$ cat src/rtl/imem_loader_if.sv
// Byte-stream loader bus: receive strobe in, memory write and acknowledge out.
// master = the loader, slave = the surrounding system (UART, memory, core).
interface imem_loader_if;
  logic        rx_valid;
  logic [7:0]  rx_data;
  logic        wr_en;
  logic [13:0] wr_addr;
  logic [1:0]  wr_lane;
  logic [31:0] wr_data;
  logic        tx_valid;
  logic [7:0]  tx_data;
  logic        tx_ready;
  logic        core_hold;
  logic        load_err;

  modport master (
    input  rx_valid, rx_data, tx_ready,
    output wr_en, wr_addr, wr_lane, wr_data, tx_valid, tx_data, core_hold, load_err
  );

  modport slave (
    output rx_valid, rx_data, tx_ready,
    input  wr_en, wr_addr, wr_lane, wr_data, tx_valid, tx_data, core_hold, load_err
  );
endinterface

$ cat src/rtl/imem_loader.sv
// Instruction-memory loader: header count, 128-bit bundles as 4 LE words (lane 3 first), ack byte.
// Optional trailing payload checksum enabled by defining IMEM_LOADER_CHECKSUM_EN.
module imem_loader #(
  parameter logic [7:0]  ACK_OK      = 8'hAA,
  parameter logic [7:0]  ACK_ERR     = 8'hEE,
  parameter int unsigned MAX_BUNDLES = 16384
) (
  input  logic           clk,
  input  logic           rst,
  imem_loader_if.master  bus
);
  // Wide enough to hold MAX_BUNDLES itself, so a full-size load never wraps.
  localparam int BW = $clog2(MAX_BUNDLES + 1);

`ifdef IMEM_LOADER_CHECKSUM_EN
  typedef enum logic [2:0] {HDR, DATA, CSUM, ACK, DONE, ERR} state_t;
`else
  typedef enum logic [2:0] {HDR, DATA, ACK, DONE, ERR} state_t;
`endif

  state_t         state_q, state_d;
  logic [1:0]     byte_cnt_q, byte_cnt_d;
  logic [23:0]    shift_q, shift_d;
  logic [1:0]     lane_q, lane_d;
  logic [BW-1:0]  bundle_q, bundle_d;
  logic [BW-1:0]  n_q, n_d;
  logic           ack_err_q, ack_err_d;
  logic           wr_en_q, wr_en_d;
  logic [13:0]    wr_addr_q, wr_addr_d;
  logic [1:0]     wr_lane_q, wr_lane_d;
  logic [31:0]    wr_data_q, wr_data_d;
  logic           tx_valid_q, tx_valid_d;
  logic [7:0]     tx_data_q, tx_data_d;
  logic           core_hold_q, core_hold_d;
  logic           load_err_q, load_err_d;
`ifdef IMEM_LOADER_CHECKSUM_EN
  logic [7:0]     sum_q, sum_d;
`endif

  logic           go_ack;
  logic           ack_fail;
  logic [31:0]    word;

  always_comb begin
    state_d     = state_q;
    byte_cnt_d  = byte_cnt_q;
    shift_d     = shift_q;
    lane_d      = lane_q;
    bundle_d    = bundle_q;
    n_d         = n_q;
    ack_err_d   = ack_err_q;
    wr_en_d     = 1'b0;
    wr_addr_d   = wr_addr_q;
    wr_lane_d   = wr_lane_q;
    wr_data_d   = wr_data_q;
    tx_valid_d  = tx_valid_q;
    tx_data_d   = tx_data_q;
    load_err_d  = load_err_q;
    go_ack      = 1'b0;
    ack_fail    = 1'b0;
    // Earlier three bytes sit in shift_q; the current byte completes the LE word.
    word        = {bus.rx_data, shift_q};
`ifdef IMEM_LOADER_CHECKSUM_EN
    sum_d       = sum_q;
`endif

    case (state_q)
      HDR: begin
        if (bus.rx_valid) begin
          shift_d    = {bus.rx_data, shift_q[23:8]};
          byte_cnt_d = byte_cnt_q + 2'd1;
          if (byte_cnt_q == 2'd3) begin
            if (word == 32'd0) begin
`ifdef IMEM_LOADER_CHECKSUM_EN
              state_d = CSUM;
`else
              go_ack  = 1'b1;
`endif
            end else if (word > 32'(MAX_BUNDLES)) begin
              go_ack   = 1'b1;
              ack_fail = 1'b1;
            end else begin
              state_d = DATA;
              n_d     = word[BW-1:0];
            end
          end
        end
      end

      DATA: begin
        if (bus.rx_valid) begin
          shift_d    = {bus.rx_data, shift_q[23:8]};
          byte_cnt_d = byte_cnt_q + 2'd1;
`ifdef IMEM_LOADER_CHECKSUM_EN
          sum_d      = sum_q + bus.rx_data;
`endif
          if (byte_cnt_q == 2'd3) begin
            wr_en_d   = 1'b1;
            wr_addr_d = 14'(bundle_q);
            wr_lane_d = lane_q;
            wr_data_d = word;
            lane_d    = lane_q - 2'd1;
            if (lane_q == 2'd0) begin
              bundle_d = bundle_q + BW'(1);
              if (bundle_q == n_q - BW'(1)) begin
`ifdef IMEM_LOADER_CHECKSUM_EN
                state_d = CSUM;
`else
                go_ack  = 1'b1;
`endif
              end
            end
          end
        end
      end

`ifdef IMEM_LOADER_CHECKSUM_EN
      CSUM: begin
        if (bus.rx_valid) begin
          go_ack   = 1'b1;
          ack_fail = (bus.rx_data != sum_q);
        end
      end
`endif

      ACK: begin
        if (bus.tx_ready) begin
          tx_valid_d = 1'b0;
          state_d    = ack_err_q ? ERR : DONE;
        end
      end

      default: ;
    endcase

    if (go_ack) begin
      state_d    = ACK;
      tx_valid_d = 1'b1;
      tx_data_d  = ack_fail ? ACK_ERR : ACK_OK;
      ack_err_d  = ack_fail;
      if (ack_fail) load_err_d = 1'b1;
    end

    core_hold_d = (state_d != DONE);
  end

  always_ff @(posedge clk) begin
    if (rst) begin
      state_q     <= HDR;
      byte_cnt_q  <= 2'd0;
      shift_q     <= 24'd0;
      lane_q      <= 2'd3;
      bundle_q    <= '0;
      n_q         <= '0;
      ack_err_q   <= 1'b0;
      wr_en_q     <= 1'b0;
      wr_addr_q   <= 14'd0;
      wr_lane_q   <= 2'd3;
      wr_data_q   <= 32'd0;
      tx_valid_q  <= 1'b0;
      tx_data_q   <= 8'd0;
      core_hold_q <= 1'b1;
      load_err_q  <= 1'b0;
`ifdef IMEM_LOADER_CHECKSUM_EN
      sum_q       <= 8'd0;
`endif
    end else begin
      state_q     <= state_d;
      byte_cnt_q  <= byte_cnt_d;
      shift_q     <= shift_d;
      lane_q      <= lane_d;
      bundle_q    <= bundle_d;
      n_q         <= n_d;
      ack_err_q   <= ack_err_d;
      wr_en_q     <= wr_en_d;
      wr_addr_q   <= wr_addr_d;
      wr_lane_q   <= wr_lane_d;
      wr_data_q   <= wr_data_d;
      tx_valid_q  <= tx_valid_d;
      tx_data_q   <= tx_data_d;
      core_hold_q <= core_hold_d;
      load_err_q  <= load_err_d;
`ifdef IMEM_LOADER_CHECKSUM_EN
      sum_q       <= sum_d;
`endif
    end
  end

  assign bus.wr_en     = wr_en_q;
  assign bus.wr_addr   = wr_addr_q;
  assign bus.wr_lane   = wr_lane_q;
  assign bus.wr_data   = wr_data_q;
  assign bus.tx_valid  = tx_valid_q;
  assign bus.tx_data   = tx_data_q;
  assign bus.core_hold = core_hold_q;
  assign bus.load_err  = load_err_q;
endmodule

$ cat src/flat_wrapper.sv
// flat-port wrapper written by rule: the top's interface ports become plain ports
module imem_loader_flat 
#(
  parameter logic [7:0]  ACK_OK      = 8'hAA,
  parameter logic [7:0]  ACK_ERR     = 8'hEE,
  parameter int unsigned MAX_BUNDLES = 16384
)
  (clk, rst, bus_rx_valid, bus_rx_data, bus_tx_ready, bus_wr_en, bus_wr_addr, bus_wr_lane, bus_wr_data, bus_tx_valid, bus_tx_data, bus_core_hold, bus_load_err);
  imem_loader_if bus_i ();
  input  logic clk;
  input  logic rst;
  input wire logic [$bits(bus_i.rx_valid)-1:0] bus_rx_valid;
  input wire logic [$bits(bus_i.rx_data)-1:0] bus_rx_data;
  input wire logic [$bits(bus_i.tx_ready)-1:0] bus_tx_ready;
  output wire logic [$bits(bus_i.wr_en)-1:0] bus_wr_en;
  output wire logic [$bits(bus_i.wr_addr)-1:0] bus_wr_addr;
  output wire logic [$bits(bus_i.wr_lane)-1:0] bus_wr_lane;
  output wire logic [$bits(bus_i.wr_data)-1:0] bus_wr_data;
  output wire logic [$bits(bus_i.tx_valid)-1:0] bus_tx_valid;
  output wire logic [$bits(bus_i.tx_data)-1:0] bus_tx_data;
  output wire logic [$bits(bus_i.core_hold)-1:0] bus_core_hold;
  output wire logic [$bits(bus_i.load_err)-1:0] bus_load_err;
  assign bus_i.rx_valid = bus_rx_valid;
  assign bus_i.rx_data = bus_rx_data;
  assign bus_i.tx_ready = bus_tx_ready;
  assign bus_wr_en = bus_i.wr_en;
  assign bus_wr_addr = bus_i.wr_addr;
  assign bus_wr_lane = bus_i.wr_lane;
  assign bus_wr_data = bus_i.wr_data;
  assign bus_tx_valid = bus_i.tx_valid;
  assign bus_tx_data = bus_i.tx_data;
  assign bus_core_hold = bus_i.core_hold;
  assign bus_load_err = bus_i.load_err;
  imem_loader #(.ACK_OK(ACK_OK), .ACK_ERR(ACK_ERR), .MAX_BUNDLES(MAX_BUNDLES)) u_core (.clk(clk), .rst(rst), .bus(bus_i));
endmodule
$ cat config.mk
export PLATFORM = sky130hd
export DESIGN_NAME = imem_loader_flat
export DESIGN_NICKNAME = d
export VERILOG_FILES = /design/src/rtl/imem_loader_if.sv /design/src/rtl/imem_loader.sv /design/src/flat_wrapper.sv
export SDC_FILE = /design/constraint.sdc
export NUM_CORES = 1
export LEC_CHECK = 0
export ABC_AREA = 1
export BUFFER_PORTS_ARGS = -buffer_cell sky130_fd_sc_hd__clkbuf_2
export CAP_MARGIN = 5
export CORE_ASPECT_RATIO = 0.75
export CORE_UTILIZATION = 35
export CTS_CLUSTER_SIZE = 25
export DETAILED_ROUTE_END_ITERATION = 10
export PLACE_DENSITY = 0.54
export SETUP_SLACK_MARGIN = 0.02
export SLEW_MARGIN = 20
export SYNTH_ARGS = -nofsm -noshare
export SYNTH_HDL_FRONTEND = slang
export SYNTH_SLANG_ARGS = --single-unit
$ cat constraint.sdc
create_clock -name clk -period 2.3 [get_ports clk]
set_clock_uncertainty 0.05 [all_clocks]
set_input_delay 0.69 -clock clk [delete_from_list [all_inputs] [get_ports clk]]
set_output_delay 0.69 -clock clk [all_outputs]
set_load 0.02 [all_outputs]
==> results.md, run 1 <==
* Status: finished with violations
* Failing checks: DRC
* Die width at 138 µm
* EDFF count, synth at 0
* Commonest non-fill, non-tap cell in the layout: dfxtp_1
* Async S/R FF share, synth at 0%
* Synth unique cells at 35
* Prevailing post-synth register cell: dfxtp_1
* Worst Path Required at 2.56 ns
* Final setup TNS at 0 ns
* Final non-filler cell total at 917
* Drt wl/cell at 13.4 µm
* Yosys warns at 0
* GR Util met3 at 6.58%
* CP Launch Type: flip-flop
* Die Span Y at 104 µm
* #FFs+latches synth at 115
* DRT Pass-1 Iters at 7
* Initial Util at 36.7%
* WP data arrival at 2.40 ns
* Cells after Synth at 667
* Fin crit share at 93.1%
* Max cap viols at 0
* HPWL Detailed at 8.71 mm
* CTS Root Cell: clkbuf_16
* RSZ-0062 raised after global routing: true
* Detailed Route Iter0 Violations at 235
* Fin area at 0.00602 mm²
* Vias in the first global route at 4262
* Longest Clk Path Bufs at 2
* Share of layout cells above drive strength 1 at 17.3%
* Total CTS buffers at 17
* Worst Hold Class: reg -> reg
* Antenna viol nets, final at 0
* Routed wire length at 12.3 mm
* Mux share of post-synthesis cell area at 0%
* Final Critical Period at 2.14 ns
* Sink Count at 115
* IO buf count at 69
* Max-slew violation count at 0
* Leak at 2.83 nW
* DR vias at 4424
* Cell Area, Synth at 0.00488 mm²
* # IOs at 72
* Final global-route overflow total at 0
* Crit path kind: reg -> reg
* Gpl congestion at 0.845
* Sequential cell area fraction in the yosys report at 47.2%
* DR vias/cell at 4.82
* Die area at 0.0144 mm²
* Area fraction in and, or, nand and nor cells after synthesis at 22.1%
* Highest Clock Rate at 0.467 GHz
* Worst skew pair latency at 0.42 ns
* Fin nets at 749
* Most frequent cells in the layout: 115 x dfxtp_1, 106 x nor2_1, 100 x o21ai_0
* Largest family of logic cells by synthesized area: simple AND/OR/NAND/NOR gates
* Adder-Cell Fraction of Synth Area at 1.03%
* Initial antenna violation count at 0
* Synth Area in XOR/XNOR at 1.98%
* Largest net degree at the start of global routing at 103
* Cell taking the most area after synthesis: dfxtp_1
* Final core occ at 45.3%
* CTS Hold Buffers Added at 0
* Core Region at 0.0133 mm²
* PwrDens at 818 mW/mm²
* Placed instance count at 885
* Layer with the highest usage: met2
* Hold slack at 0.406 ns
* Max FO, Critical Path at 6
* Mean Syn Cell Area at 7.31 µm²
* Count of final setup violators at 0
* Clock slew at reported path FFs at 0.06 ns
* Top cell type's share of synthesized area at 47.2%
* Compound-gate portion of the synthesized area at 19.1%
* Number of remaining DRC errors at 4
* Synth top area cells: dfxtp_1 47%, o21ai_0 10%, nor2_1 8.2%
* Tot GR Track Use at 18.5%
* CTS tree: yes
* N_diodes at 0
* Met1 usage at 24.8%
* H-tree depth at 4
* DP Area at 0.00541 mm²
* Met2 Usage GRT at 27.6%
* Global-route wire length before repair at 21.0 mm
* Critical Path End Type: flip-flop
* Area delta synth->final at 23.4%
* VDD IR max at 0.520 mV
* Final hold violations at 0
* Row count at 36
==> final timing paths <==
path	start	endpoint	slack, ns	cells after the start
worst max-delay path	u_core.n_q[1]	u_core.bus.core_hold	0.16	13
worst min-delay path	u_core.bus.load_err	u_core.bus.load_err	0.41	2
worst max register to register	u_core.n_q[1]	u_core.bus.core_hold	0.16	13
worst min register to register	u_core.bus.load_err	u_core.bus.load_err	0.41	2
==> cells in the mapped netlist, types with 2 or more instances <==
library cell and count:
ha_1 4, nand2_1 89, nand4_1 7, a211oi_1 2
buf_2 3, nor2_4 2, inv_2 3, o21ai_0 100
nor3_1 8, clkinv_1 3, a21oi_1 75, or2_2 2
nor2_1 107, xor2_1 5, xnor2_1 6, nand2_2 2
inv_1 61, buf_4 7, clkbuf_1 25, o21ai_1 3
nand3_2 2, dfxtp_1 115, nand3_1 20, nor4_1 5
==> logic make-up after synthesis <==
logic type	Yosys count
buffers and inverters	103
AND/OR/NAND/NOR	250
adder cells (fa/ha/maj)	4
other	1
flip-flops	115
AO/OA/AOI/OAI	183
XOR/XNOR	11
==> repair_timing <==
| item | CTS | global route |
|---|---|---|
| setup buffers | 0 | 0 |
| endpoints found under the hold margin | 0 | 0 |
| endpoints found under the setup margin | 0 | 14 |
| gates resized for setup | 0 | 2 |
==> cell type report <==
class                           count  area [µm²]
Sequential cell                   115        2300
Tap cell                          171         214
Clock buffer                       25         505
Fill cell                        1301        7270
Clock inverter                      7        96.3
Inverter                           67         251
Multi-Input combinational cell    450        2170
Timing Repair Buffer               82         480
==> registers in the layout (all words and copies together) (netlist names) <==
| signal | count |
|---|---|
| u_core.byte_cnt_q | 2 |
| u_core.bus.tx_valid | 1 |
| u_core.bus.tx_data | 2 |
| u_core.lane_q | 2 |
| u_core.bus.wr_addr | 14 |
| u_core.state_q | 3 |
| u_core.bus.wr_en | 1 |
| u_core.shift_q | 24 |
| u_core.bus.wr_lane | 2 |
| u_core.n_q | 15 |
| u_core.bus.core_hold | 1 |
| u_core.bus.load_err | 1 |
| u_core.bus.wr_data | 32 |
| u_core.bundle_q | 15 |
==> routing by layer <==
metal	up-vias	share of wire, %
met5	-	0
met2	93	42
met4	0	1.3
met3	19	5.8
met1	1991	51
li1	2321	-
==> power by group <==
group | internal, mW | switching [mW] | total, mW | leakage [nW]
clock | 1.74 | 0.923 | 2.66 | 0.297
combinational | 0.0635 | 0.136 | 0.199 | 1.60
sequential | 2.03 | 0.0293 | 2.06 | 0.932
total | 3.84 | 1.09 | 4.92 | 2.83
==> through the flow <==
stage          total power, mW  worst slack (ns)
3_5_place_dp              2.30            0.0132
3_3_place_gp              2.30            0.0707
2_1_floorplan             2.24             0.419
6_report                  4.92             0.159
5_1_grt                   5.11           -0.0160
4_1_cts                   4.97            0.0973
==> critical path: stages, from the launching register on <==
cell	delay (ns)
dfxtp_1	0.33
inv_1	0.08
ha_2	0.22
nand2_1	0.15
nor2_1	0.20
nand2_1	0.07
nand2_1	0.06
nand2_1	0.05
nor3_1	0.21
nand4_1	0.19
nand2_1	0.12
nand2_2	0.11
a21oi_1	0.15
nand2_1	0.06
No activity file was read; power rests on OpenSTA's default activity.
==> run 2: changes to the inputs <==
Clock period 2.3 ns to 2.2 ns, I/O delays scaled along.
==> results.md, run 2 (synthesis gave the netlist of run 1 again) <==
* Status: finished with violations
* Failing checks: DRC
* Seq pwr share at 40.7% (-1.2 points)
* CP Launch Type: flip-flop
* Net Sw Frac at 20.8% (-1.3 points)
* Hold slack at 0.408 ns (+0.00200 ns)
* Largest net degree at the start of global routing at 47 (-54%)
* Vias in the first global route at 4277 (+0.35%)
* Total CTS buffers at 17 (unchanged)
* Antenna viol nets, final at 0 (unchanged)
* Max FO, Critical Path at 6 (unchanged)
* Die width at 138 µm (unchanged)
* Detailed Route Iter0 Violations at 263 (+12%)
* Final global-route overflow total at 0 (unchanged)
* Sink Count at 115 (unchanged)
* N_diodes at 0 (unchanged)
* Final hold violations at 0 (unchanged)
* Number of flip-flops under the largest register name at 32 (unchanged)
* Routed wire length at 12.1 mm (-0.87%)
* Psw at 1.10 mW (+1.4%)
* Largest stage delay on the critical path at 0.30 ns (-0.03 ns)
* Area delta synth->final at 26.8%
* WP buf/inv at 1 (unchanged)
* Max-slew violation count at 0 (unchanged)
* Longest Clk Path Bufs at 2 (unchanged)
* Leak at 2.90 nW (+2.6%)
* Tot GR Track Use at 18.3% (-0.17 points)
* Fin crit share at 93.9% (+0.79 points)
* Most frequent cells in the layout: 114 x dfxtp_1, 101 x nor2_1, 100 x o21ai_0
* Number of remaining DRC errors at 4 (unchanged)
* Crit path max-delay family: simple AND/OR/NAND/NOR gates
* DRT Pass-1 Iters at 8 (+1)
* Final Critical Period at 2.07 ns (-0.0756 ns)
* Comb pwr share at 4.2% (+0.2 points)
* Critical Path End Type: flip-flop
* Initial Util at 36.7% (unchanged)
* Worst Path Required at 2.45 ns (-0.11 ns)
* Crit path kind: reg -> reg
* CTS Root Cell: clkbuf_16
* CP most frequent cell: nand2_1
* Core Region at 0.0133 mm² (unchanged)
* Fin nets at 759 (+1.3%)
* Count of final setup violators at 0 (unchanged)
* Worst Hold Class: reg -> reg
* # IOs at 72 (unchanged)
* IO buf count at 69 (unchanged)
* Initial antenna violation count at 0 (unchanged)
* Die area at 0.0144 mm² (unchanged)
* DR vias/cell at 4.80 (-0.52%)
* Gpl congestion at 0.843 (-0.31%)
* Row count at 36 (unchanged)
* Highest Clock Rate at 0.484 GHz (+3.7%)
* CTS tree: yes
* Commonest non-fill, non-tap cell in the layout: dfxtp_1
* Share of layout cells above drive strength 1 at 20.4% (+3.1 points)
* Global-route wire length before repair at 20.9 mm (-0.20%)
* DR vias at 4449 (+0.57%)
* PwrDens at 857 mW/mm² (+4.7%)
* Clock share of power at 55.1% (+1.1 points)
* Tot Pwr at 5.30 mW (+7.6%)
* Clock slew at reported path FFs at 0.05 ns (about the same)
* WP data arrival at 2.32 ns (-0.08 ns)
* Internal power at 4.20 mW (+9.4%)
* Worst skew pair latency at 0.41 ns (about the same)
* Final core occ at 46.5% (+1.3 points)
* Drt wl/cell at 13.1 µm (-1.9%)
* VDD IR max at 0.485 mV (-6.8%)
* Die Span Y at 104 µm (unchanged)
* Critical Path, Cell by Cell: inv_1 -> ha_4 -> nand2_2 -> nor2_2 -> nand2_1 -> nand2_1 -> nand2_1 -> nor3_2 -> nand4_1 -> nand2_1 -> nand2_4 -> a21oi_2 -> nand2_1
* HPWL Detailed at 8.74 mm (+0.36%)
* Max cap viols at 0 (unchanged)
* RSZ-0062 raised after global routing: true
* H-tree depth at 4 (unchanged)
* CTS Hold Buffers Added at 0 (unchanged)
* CP max-delay cell: dfxtp_1
-- run 2: per-layer routing --
| metal | GRT usage, % | share of wire, % | up-vias |
|---|---|---|---|
| li1 | - | - | 2329 |
| met2 | 26.5 | 43 | 97 |
| met5 | 0 | 0 | - |
| met4 | 7.62 | 0.52 | 0 |
| met3 | 5.29 | 5.4 | 4 |
| met1 | 25.3 | 51 | 2019 |
-- run 2: worst reg2reg max path: cells and delay by family, from the launching register on --
family	cells	cell delay, ns
simple gates	10	1.20
flops	1	0.30
fa+ha+maj	1	0.18
compound gates	1	0.14
buf+inv	1	0.11
-- run 2: final timing paths --
| check | startpoint | to | slack [ns] | cells after the start |
|---|---|---|---|---|
| worst max-delay path | u_core.n_q[0] | u_core.bus.core_hold | 0.13 | 13 |
| worst min-delay path | u_core.lane_q[0] | u_core.lane_q[0] | 0.41 | 2 |
| worst max register to register | u_core.n_q[0] | u_core.bus.core_hold | 0.13 | 13 |
| worst min register to register | u_core.lane_q[0] | u_core.lane_q[0] | 0.41 | 2 |
-- run 2: cell type report --
type	instances	area, µm²
fill	1299	7100
sequential	115	2300
multi-input combinational	450	2220
timing repair buffer	92	556
clock buffer	25	526
inverter	67	251
tap	171	214
clock inverter	7	116
-- run 2: per-stage QoR --
stage / setup WS [ns] / setup TNS [ns] / std cells / cell area, µm²
4_1_cts: 0.0610 / 0 / 927 / 6130
6_report: 0.135 / 0 / 927 / 6180
5_1_grt: 0.00199 / 0 / 927 / 6180
3_5_place_dp: -0.0460 / -0.0920 / 895 / 5480
3_3_place_gp: 0.00423 / 0 / 895 / 5480
2_1_floorplan: 0.349 / 0 / 668 / 4880
-- run 2: power by group through the flow --
| stage | combinational (mW) | clock (mW) | sequential [mW] |
|---|---|---|---|
| 3_5_place_dp | 0.222 | 0 | 2.20 |
| 4_1_cts | 0.222 | 3.00 | 2.16 |
| 6_report | 0.223 | 2.92 | 2.16 |
| 3_3_place_gp | 0.219 | 0 | 2.20 |
| 5_1_grt | 0.253 | 3.09 | 2.16 |
| 2_1_floorplan | 0.143 | 0 | 2.19 |
-- run 2: repair_timing --
action                                  CTS  global route
pin swaps                                 0             5
hold endpoints to repair                  0             0
endpoints found under the setup margin    1            21
resized for setup                         3            14
setup buffers                             0             0
cloned                                    0             0
